**src/rtl/mips_cpu_mem_master.sv**
```systemverilog
// rtl/mips_cpu_mem_master.sv - CPU load/store master for a word-addressed Avalon-style RAM
//
// Accepts one byte/halfword/word load or store at a time. It builds the aligned
// bus address, lane enables and replicated write data, and holds them while the
// RAM stalls. For loads it extracts and extends the addressed lanes. Each request
// ends with a single-cycle done pulse.
//
// Ports
//   clk, reset           clock, synchronous active-high reset
//   req, we, size,       request strobe (sampled only when idle), store flag,
//   unsigned_ld          size (00 byte, 01 half, 10 word), zero-extend flag
//   addr, wdata          byte address, right-justified store data
//   busy, done           high outside IDLE, one-cycle completion pulse
//   rdata, misaligned    extended load result, rejected-request qualifier of done
//   address, read, write bus address and transaction strobes
//   waitrequest          RAM stall
//   writedata,           lane-replicated store data,
//   byteenable           active byte lanes
//   readdata             registered RAM read data
module mips_cpu_mem_master (
  input  logic        clk,
  input  logic        reset,
  input  logic        req,
  input  logic        we,
  input  logic [1:0]  size,
  input  logic        unsigned_ld,
  input  logic [31:0] addr,
  input  logic [31:0] wdata,
  output logic        busy,
  output logic        done,
  output logic [31:0] rdata,
  output logic        misaligned,
  output logic [31:0] address,
  output logic        read,
  output logic        write,
  input  logic        waitrequest,
  output logic [31:0] writedata,
  output logic [3:0]  byteenable,
  input  logic [31:0] readdata
);

  typedef enum logic [2:0] {
    S_IDLE = 3'd0,
    S_BUS  = 3'd1,
    S_CAP  = 3'd2,
    S_ERR  = 3'd3,
    S_FIN  = 3'd4
  } state_t;

  state_t      state;
  state_t      state_nxt;

  // Request fields latched in IDLE so the CPU side may change during the access.
  logic        we_q;
  logic        uns_q;
  logic        err_q;
  logic [1:0]  size_q;
  logic [1:0]  lane_q;

  logic        req_err;
  logic [3:0]  req_be;
  logic [31:0] req_wd;
  logic [15:0] lane_data;
  logic [31:0] ld_ext;

  // Decode the incoming request into lane enables, replicated data and the
  // alignment verdict.
  always_comb begin
    req_err = 1'b0;
    req_be  = 4'b0000;
    req_wd  = wdata;
    case (size)
      2'b00: begin
        req_be = 4'b0001 << addr[1:0];
        req_wd = {4{wdata[7:0]}};
      end
      2'b01: begin
        req_err = addr[0];
        req_be  = addr[1] ? 4'b1100 : 4'b0011;
        req_wd  = {2{wdata[15:0]}};
      end
      2'b10: begin
        req_err = |addr[1:0];
        req_be  = 4'b1111;
      end
      default: req_err = 1'b1;
    endcase
  end

  // Shift the addressed lane down to bit 0, then extend to 32 bits.
  always_comb begin
    lane_data = 16'(readdata >> {lane_q, 3'b000});
    case (size_q)
      2'b00:   ld_ext = uns_q ? {24'h0, lane_data[7:0]}
                              : {{24{lane_data[7]}}, lane_data[7:0]};
      2'b01:   ld_ext = uns_q ? {16'h0, lane_data}
                              : {{16{lane_data[15]}}, lane_data};
      default: ld_ext = readdata;
    endcase
  end

  // State register
  always_ff @(posedge clk) begin
    if (reset) begin
      state <= S_IDLE;
    end else begin
      state <= state_nxt;
    end
  end

  // Request latch and load result register
  always_ff @(posedge clk) begin
    if (reset) begin
      we_q       <= 1'b0;
      uns_q      <= 1'b0;
      err_q      <= 1'b0;
      size_q     <= 2'b00;
      lane_q     <= 2'b00;
      address    <= 32'h0;
      byteenable <= 4'b0000;
      writedata  <= 32'h0;
      rdata      <= 32'h0;
    end else begin
      if (state == S_IDLE && req) begin
        we_q       <= we;
        uns_q      <= unsigned_ld;
        err_q      <= req_err;
        size_q     <= size;
        lane_q     <= addr[1:0];
        address    <= {addr[31:2], 2'b00};
        byteenable <= req_be;
        writedata  <= req_wd;
      end
      // readdata belongs to the access that just left BUS.
      if (state == S_CAP) begin
        rdata <= ld_ext;
      end
    end
  end

  // Next-state logic
  always_comb begin
    state_nxt = state;
    case (state)
      S_IDLE:  if (req) state_nxt = req_err ? S_ERR : S_BUS;
      S_BUS:   if (!waitrequest) state_nxt = we_q ? S_FIN : S_CAP;
      S_CAP:   state_nxt = S_FIN;
      S_ERR:   state_nxt = S_FIN;
      S_FIN:   state_nxt = S_IDLE;
      default: state_nxt = S_IDLE;
    endcase
  end

  // Outputs decode only from registered state, so waitrequest and readdata
  // never reach an output combinationally.
  always_comb begin
    busy       = (state != S_IDLE);
    read       = (state == S_BUS) && !we_q;
    write      = (state == S_BUS) && we_q;
    done       = (state == S_FIN);
    misaligned = (state == S_FIN) && err_q;
  end

endmodule

```
**config.mk**
```make
export PLATFORM = sky130hd
export DESIGN_NAME = mips_cpu_mem_master
export DESIGN_NICKNAME = d
export VERILOG_FILES = /design/src/rtl/mips_cpu_mem_master.sv
export SDC_FILE = /design/constraint.sdc
export NUM_CORES = 1
export LEC_CHECK = 0
export ABC_AREA = 1
export CAP_MARGIN = 20
export CORE_ASPECT_RATIO = 0.75
export CORE_UTILIZATION = 39
export CTS_BUF_LIST = sky130_fd_sc_hd__clkbuf_16
export DETAILED_ROUTE_END_ITERATION = 10
export GPL_TIMING_DRIVEN = 0
export PLACE_DENSITY_LB_ADDON = 0.05
export SLEW_MARGIN = 20
export SYNTH_ARGS = -nofsm -noshare
export SYNTH_HDL_FRONTEND = slang
export SYNTH_SLANG_ARGS = --single-unit
```
**constraint.sdc**
```tcl
create_clock -name clk -period 2.2 [get_ports clk]
set_input_delay 0.55 -clock clk [delete_from_list [all_inputs] [get_ports clk]]
set_output_delay 0.55 -clock clk [all_outputs]
set_load 0.01 [all_outputs]
```
* After elaboration in Yosys (flattened, before gate mapping) *
Index checks and enable logic that the tools add are counted.

storage, ports and cells
  memory bits (writable) = 0
  latch bits = 0
  register bits = 108
  memories kept = 0
  output and inout bits = 105
  ROM bits = 0

operators by class
  div/mod/pow operators = 0
  bitwise gates (word level) = 0
  shift-type cells = 2
  equal/unequal tests = 9
  multiplexer cells = 12
  magnitude comparators = 0
  multiply operators = 0
  reductions and logical operators = 12
  add/subtract/negate cells = 0

operators by type and width
  cell                 number
  $pmux 32 s2          2
  $mux 32              2
  $shr 32x5->16        1
  $pmux 4 s3           1
  $mux 3               3
  $pmux 3 s3           1
  $eq 3x2->1 const B   2
  $eq 2x1->1 const B   2
  $logic_and 1x1->1    4
  $logic_not 2->1      2
  $mux 4               1
  $ne 2x2->1 const B   2
  $reduce_or 2->1      2
  $shl 1x2->4 const A  1
  $eq 3x1->1 const B   1
  $eq 3x3->1 const B   1
  $logic_not 3->1      1
  $pmux 1 s3           1
  $reduce_bool 3->1    1
  $eq 2x2->1 const B   1
  $mux 2               1
  $reduce_and 2->1     1
  $logic_not 1->1      1

* Depth between registers and ports, before layout *
Gate-level depths: netlist of run 1.

  word-level depth = 5
  depth in mapped cells = 9
  mapped depth without buffers = 8

* Worst setup path after synthesis of run 1 *
OpenSTA, ideal clock, no wires.

  kind = register to output
  from = register state[2]
  to = output misaligned
  buffers on the path = 0
  stages on the path, launching flop included = 4
  data arrival time = 0.941 ns
  data required time = 1.650 ns
  path slack = 0.709 ns
  cells stage by stage = dfxtp_1 inv_1 nor3_1 and2_1

on the way
  longest elaborated chain between the ends = 2

RTL lines
  what                    RTL line  RTL
  start, declared         50        state_t state;
  start signal, assigned  107       state <= state_nxt;
  $eq 3x3->1              n/a
  net done                30        output logic done,
  $logic_and 1x1->1       161       misaligned = (state == S_FIN) && err_q;
  end, declared           32        output logic misaligned,

The timed path passes the listed nets, and every way through them passes these cells.

* Worst setup path after layout of run 1 *
  from = register state[0]
  to = output busy

on the way
  longest elaborated chain between the ends = 1

RTL lines
  what               RTL line  RTL
  $reduce_bool 3->1  157       busy = (state != S_IDLE);
  end, declared      29        output logic busy,

Every way passes these cells.

==> reports/results.txt, run 1 <==
Synth Area in XOR/XNOR: 0
Via Count: 5,640
final wirelength: 17,500 um
Setup crit end kind: output pin
critical setup path kind: reg2out
later-pin clock latency in the skew report: 0.34 ns
CTS buffer count: 9
Main synth FF type: dfxtp_1
syn avg cell area: 6.89 um2
Crit path required time: 1.65 ns
clock sinks: 108
reg2reg setup slack: 0.51 ns
hold path endpoint: writedata[5]
pre-CTS setup slack: 0.000700 ns
Synth cell types: 28
Port Buf Inserts: 206
max-cap violation count: 0
clk root buf: clkbuf_16
setup ws final: 0.0875 ns
number of nets in the layout: 1,049
Max-slew headroom: 0.636
Die Ht: 100 um
routed vias/inst: 5.05
compound-gate portion of the synthesized area: 0.218
critical path, cell by cell: inv_1 -> nand2_2 -> clkdlybuf4s50_1
Post-CTS Hold Buffers: 0
CTS H-tree lvls: 3
largest family of logic cells by synthesized area: simple AND/OR/NAND/NOR gates
post-synthesis mux area share: 0
PD cells: 745 mW/mm2
Hold Crit Depth: 2
Area Overhead vs Synth: 50.9%
Die X-Extent: 133 um
Worst R2R Path Depth: 5
row count: 35
total gr overflow: 0
Worst-Margin Slew: 0.546 ns
final-layout fill cell count: 1,131
Area contributors post-synth: dfxtp_1 43%, nand2_1 13%, o21ai_0 9.1%
Post-synth EDFFs: 0
RSZ-0062 raised after global routing: false
die area: 0.0133 mm2
GPL Wtd Cong: 0.890
antenna violations before repair: 0
top cells by count, synth: 171 x nand2_1, 108 x dfxtp_1, 91 x o21ai_0
Fin. Hold Viols: 0
max layer used: met4
hold_sp: writedata[5]
asr flop ratio synth: 0
Seq cells post-synth: 108
global-route wire length before repair: 27,900 um
drt pass-1 iters: 6
area leader, netlist: dfxtp_1
Simple-Gate Fraction of Synth Area: 0.246
layout cells sized above 1: 0.0674
core area: 0.0124 mm2
Final Setup Violations: 0
CTS tree: built
I/O pin count: 209
post-synth top area share: 0.431
Initial DRC Count: 407
max incr delay on CP: 0.58 ns
most common cell in the netlist: nand2_1
Initial Util: 0.404
WL met2: 7360 um
post-synth design cell area: 0.00501 mm2
outcome: completed
adder-cell share of the synthesized area: 0
Hold WC Path Type: reg2reg
vias in the first global route: 5,452
ANT cells: 0
total track usage: 0.265
hpwl dp: 13,600 um
antenna violation net count after detailed routing: 0
Crit Reg-Reg Startpoint: size_q[1]
clock skew: 0.00938 ns
peak supply drop: 0.460 mV
Slew Viols, Final: 0
Lkg Pwr: 0.00331 uW
sequential share of the synthesized area: 0.431
routed len/inst: 15.7 um
WP data arrival: 1.56 ns
minimum clock period: 2.11 ns
CTS max path bufs: 2
met1 WL: 8300 um
wire length on met3: 1680 um
final worst path period share: 0.960
synth warn: 0
clk slew on worst S/H paths: 0.07 ns
CP max stage cell: clkdlybuf4s50_1
f_max: 473 MHz
# DRC: 0
setup tns final: 0 ns
largest net degree at the start of global routing: 18
Mapped Cells: 727
reg-to-reg endpoint: rdata[15]
worst-path maximum fanout: 5
CP startpoint kind: flip-flop
flip-flops by register name, indices dropped and copies added (netlist names):
register and flops:
err_q 1, writedata 32, state 3, lane_q 2, we_q 1, address 30
byteenable 4, rdata 32, uns_q 1, size_q 2
repair_timing:
item / 4_1_cts / 5_1_grt
setup buffers: 0 / 0
gates resized for setup: 3 / 2
setup endpoints to repair: 3 / 2
pin swaps: 0 / 1
metal layers:
| layer | vias to the layer above | track usage |
|---|---|---|
| li1 | 2778 | - |
| met1 | 2592 | 0.372 |
| met2 | 253 | 0.410 |
| met3 | 17 | 0.0667 |
| met4 | 0 | 0.0548 |
| met5 | - | 0 |
power breakdown:
part | switching [uW] | internal, uW | total, uW
Combinational | 956 | 867 | 1820
Clock | 719 | 764 | 1480
Sequential | 133 | 2190 | 2330
cell type report:
type                    instances  area, um2  area share
clock inverters                 7       41.3     0.00546
inverters                      67        251      0.0333
multi-input cells             505       2340       0.309
plain buffers                  48        270      0.0357
clock buffers                   9        225      0.0298
well taps                     166        208      0.0275
flip-flops and latches        108       2160       0.286
repair buffers                206       2070       0.273
how the worst max path moves through the flow:
stage	from	end	slack [ns]	cells after the start
floorplan	state[2]	misaligned	0.71	3
global placement	reset	size_q[0]	0.09	6
detailed placement	reset	address[20]	0.0007	6
CTS	state[2]	read	0.006	4
global route	state[2]	done	0.004	3
finish	state[0]	busy	0.09	3
through the flow:
step,power (uW),instance area (um2),utilization,instances,hold WS [ns]
after floorplan,3240,5020,-,728,0.455
after global placement,4140,7290,0.588,1100,0.450
after detailed placement,4170,7290,0.588,1100,0.457
after CTS,5660,7560,0.610,1116,0.468
after global routing,5950,7560,0.610,1116,0.479
final,5630,7560,0.610,1116,0.464
critical path: cells and delay by family, from the launching register on:
family	cells	cell delay [ns]
buffers and inverters	2	0.66
DFF	1	0.43
and+or+nand+nor	1	0.13
placed cells by master, fill, tap and decap left out, types with 3 or more instances in the layout:
master,n
clkdlybuf4s50_1,203
nand2_1,171
dfxtp_1,107
o21ai_0,91
a21oi_1,79
nor2_1,73
inv_1,63
nand3_1,34
clkbuf_1,18
o21a_1,16
buf_2,15
buf_4,11
or2_2,9
clkbuf_16,9
o211ai_1,7
a31oi_1,7
o21ai_1,5
clkinv_1,5
buf_6,4
inv_2,3
cell families (layout without fill, tap and decap cells):
kind of cell | after synthesis | count (layout)
buffers and inverters | 115 | 337
flip-flops | 108 | 108
AND/OR/NAND/NOR | 298 | 298
AO/OA/AOI/OAI | 205 | 205
other | 1 | 2
Note: power is estimated with default switching activity, not from simulation.
==> run 2: changes to the inputs <==
--- a/config.mk
+++ b/config.mk
@@ -12,6 +12,7 @@
 export CTS_BUF_LIST = sky130_fd_sc_hd__clkbuf_16
 export DETAILED_ROUTE_END_ITERATION = 10
 export GPL_TIMING_DRIVEN = 0
+export HOLD_SLACK_MARGIN = 0.15
 export PLACE_DENSITY_LB_ADDON = 0.05
 export SLEW_MARGIN = 20
 export SYNTH_ARGS = -nofsm -noshare
==> results of run 2 <==
Same layout as run 1: the final DEF is identical, and so are final timing and power.
==> run 3: changes to the inputs <==
--- a/config.mk
+++ b/config.mk
@@ -10,11 +10,11 @@
 export CORE_ASPECT_RATIO = 0.75
 export CORE_UTILIZATION = 39
 export CTS_BUF_LIST = sky130_fd_sc_hd__clkbuf_16
+export CTS_CLUSTER_SIZE = 12
 export DETAILED_ROUTE_END_ITERATION = 10
 export GPL_TIMING_DRIVEN = 0
 export HOLD_SLACK_MARGIN = 0.15
 export PLACE_DENSITY_LB_ADDON = 0.05
-export SLEW_MARGIN = 20
 export SYNTH_ARGS = -nofsm -noshare
 export SYNTH_HDL_FRONTEND = slang
 export SYNTH_SLANG_ARGS = --single-unit
==> results of run 3 <==
Same layout as run 1: the final DEF is identical, and so are final timing and power.
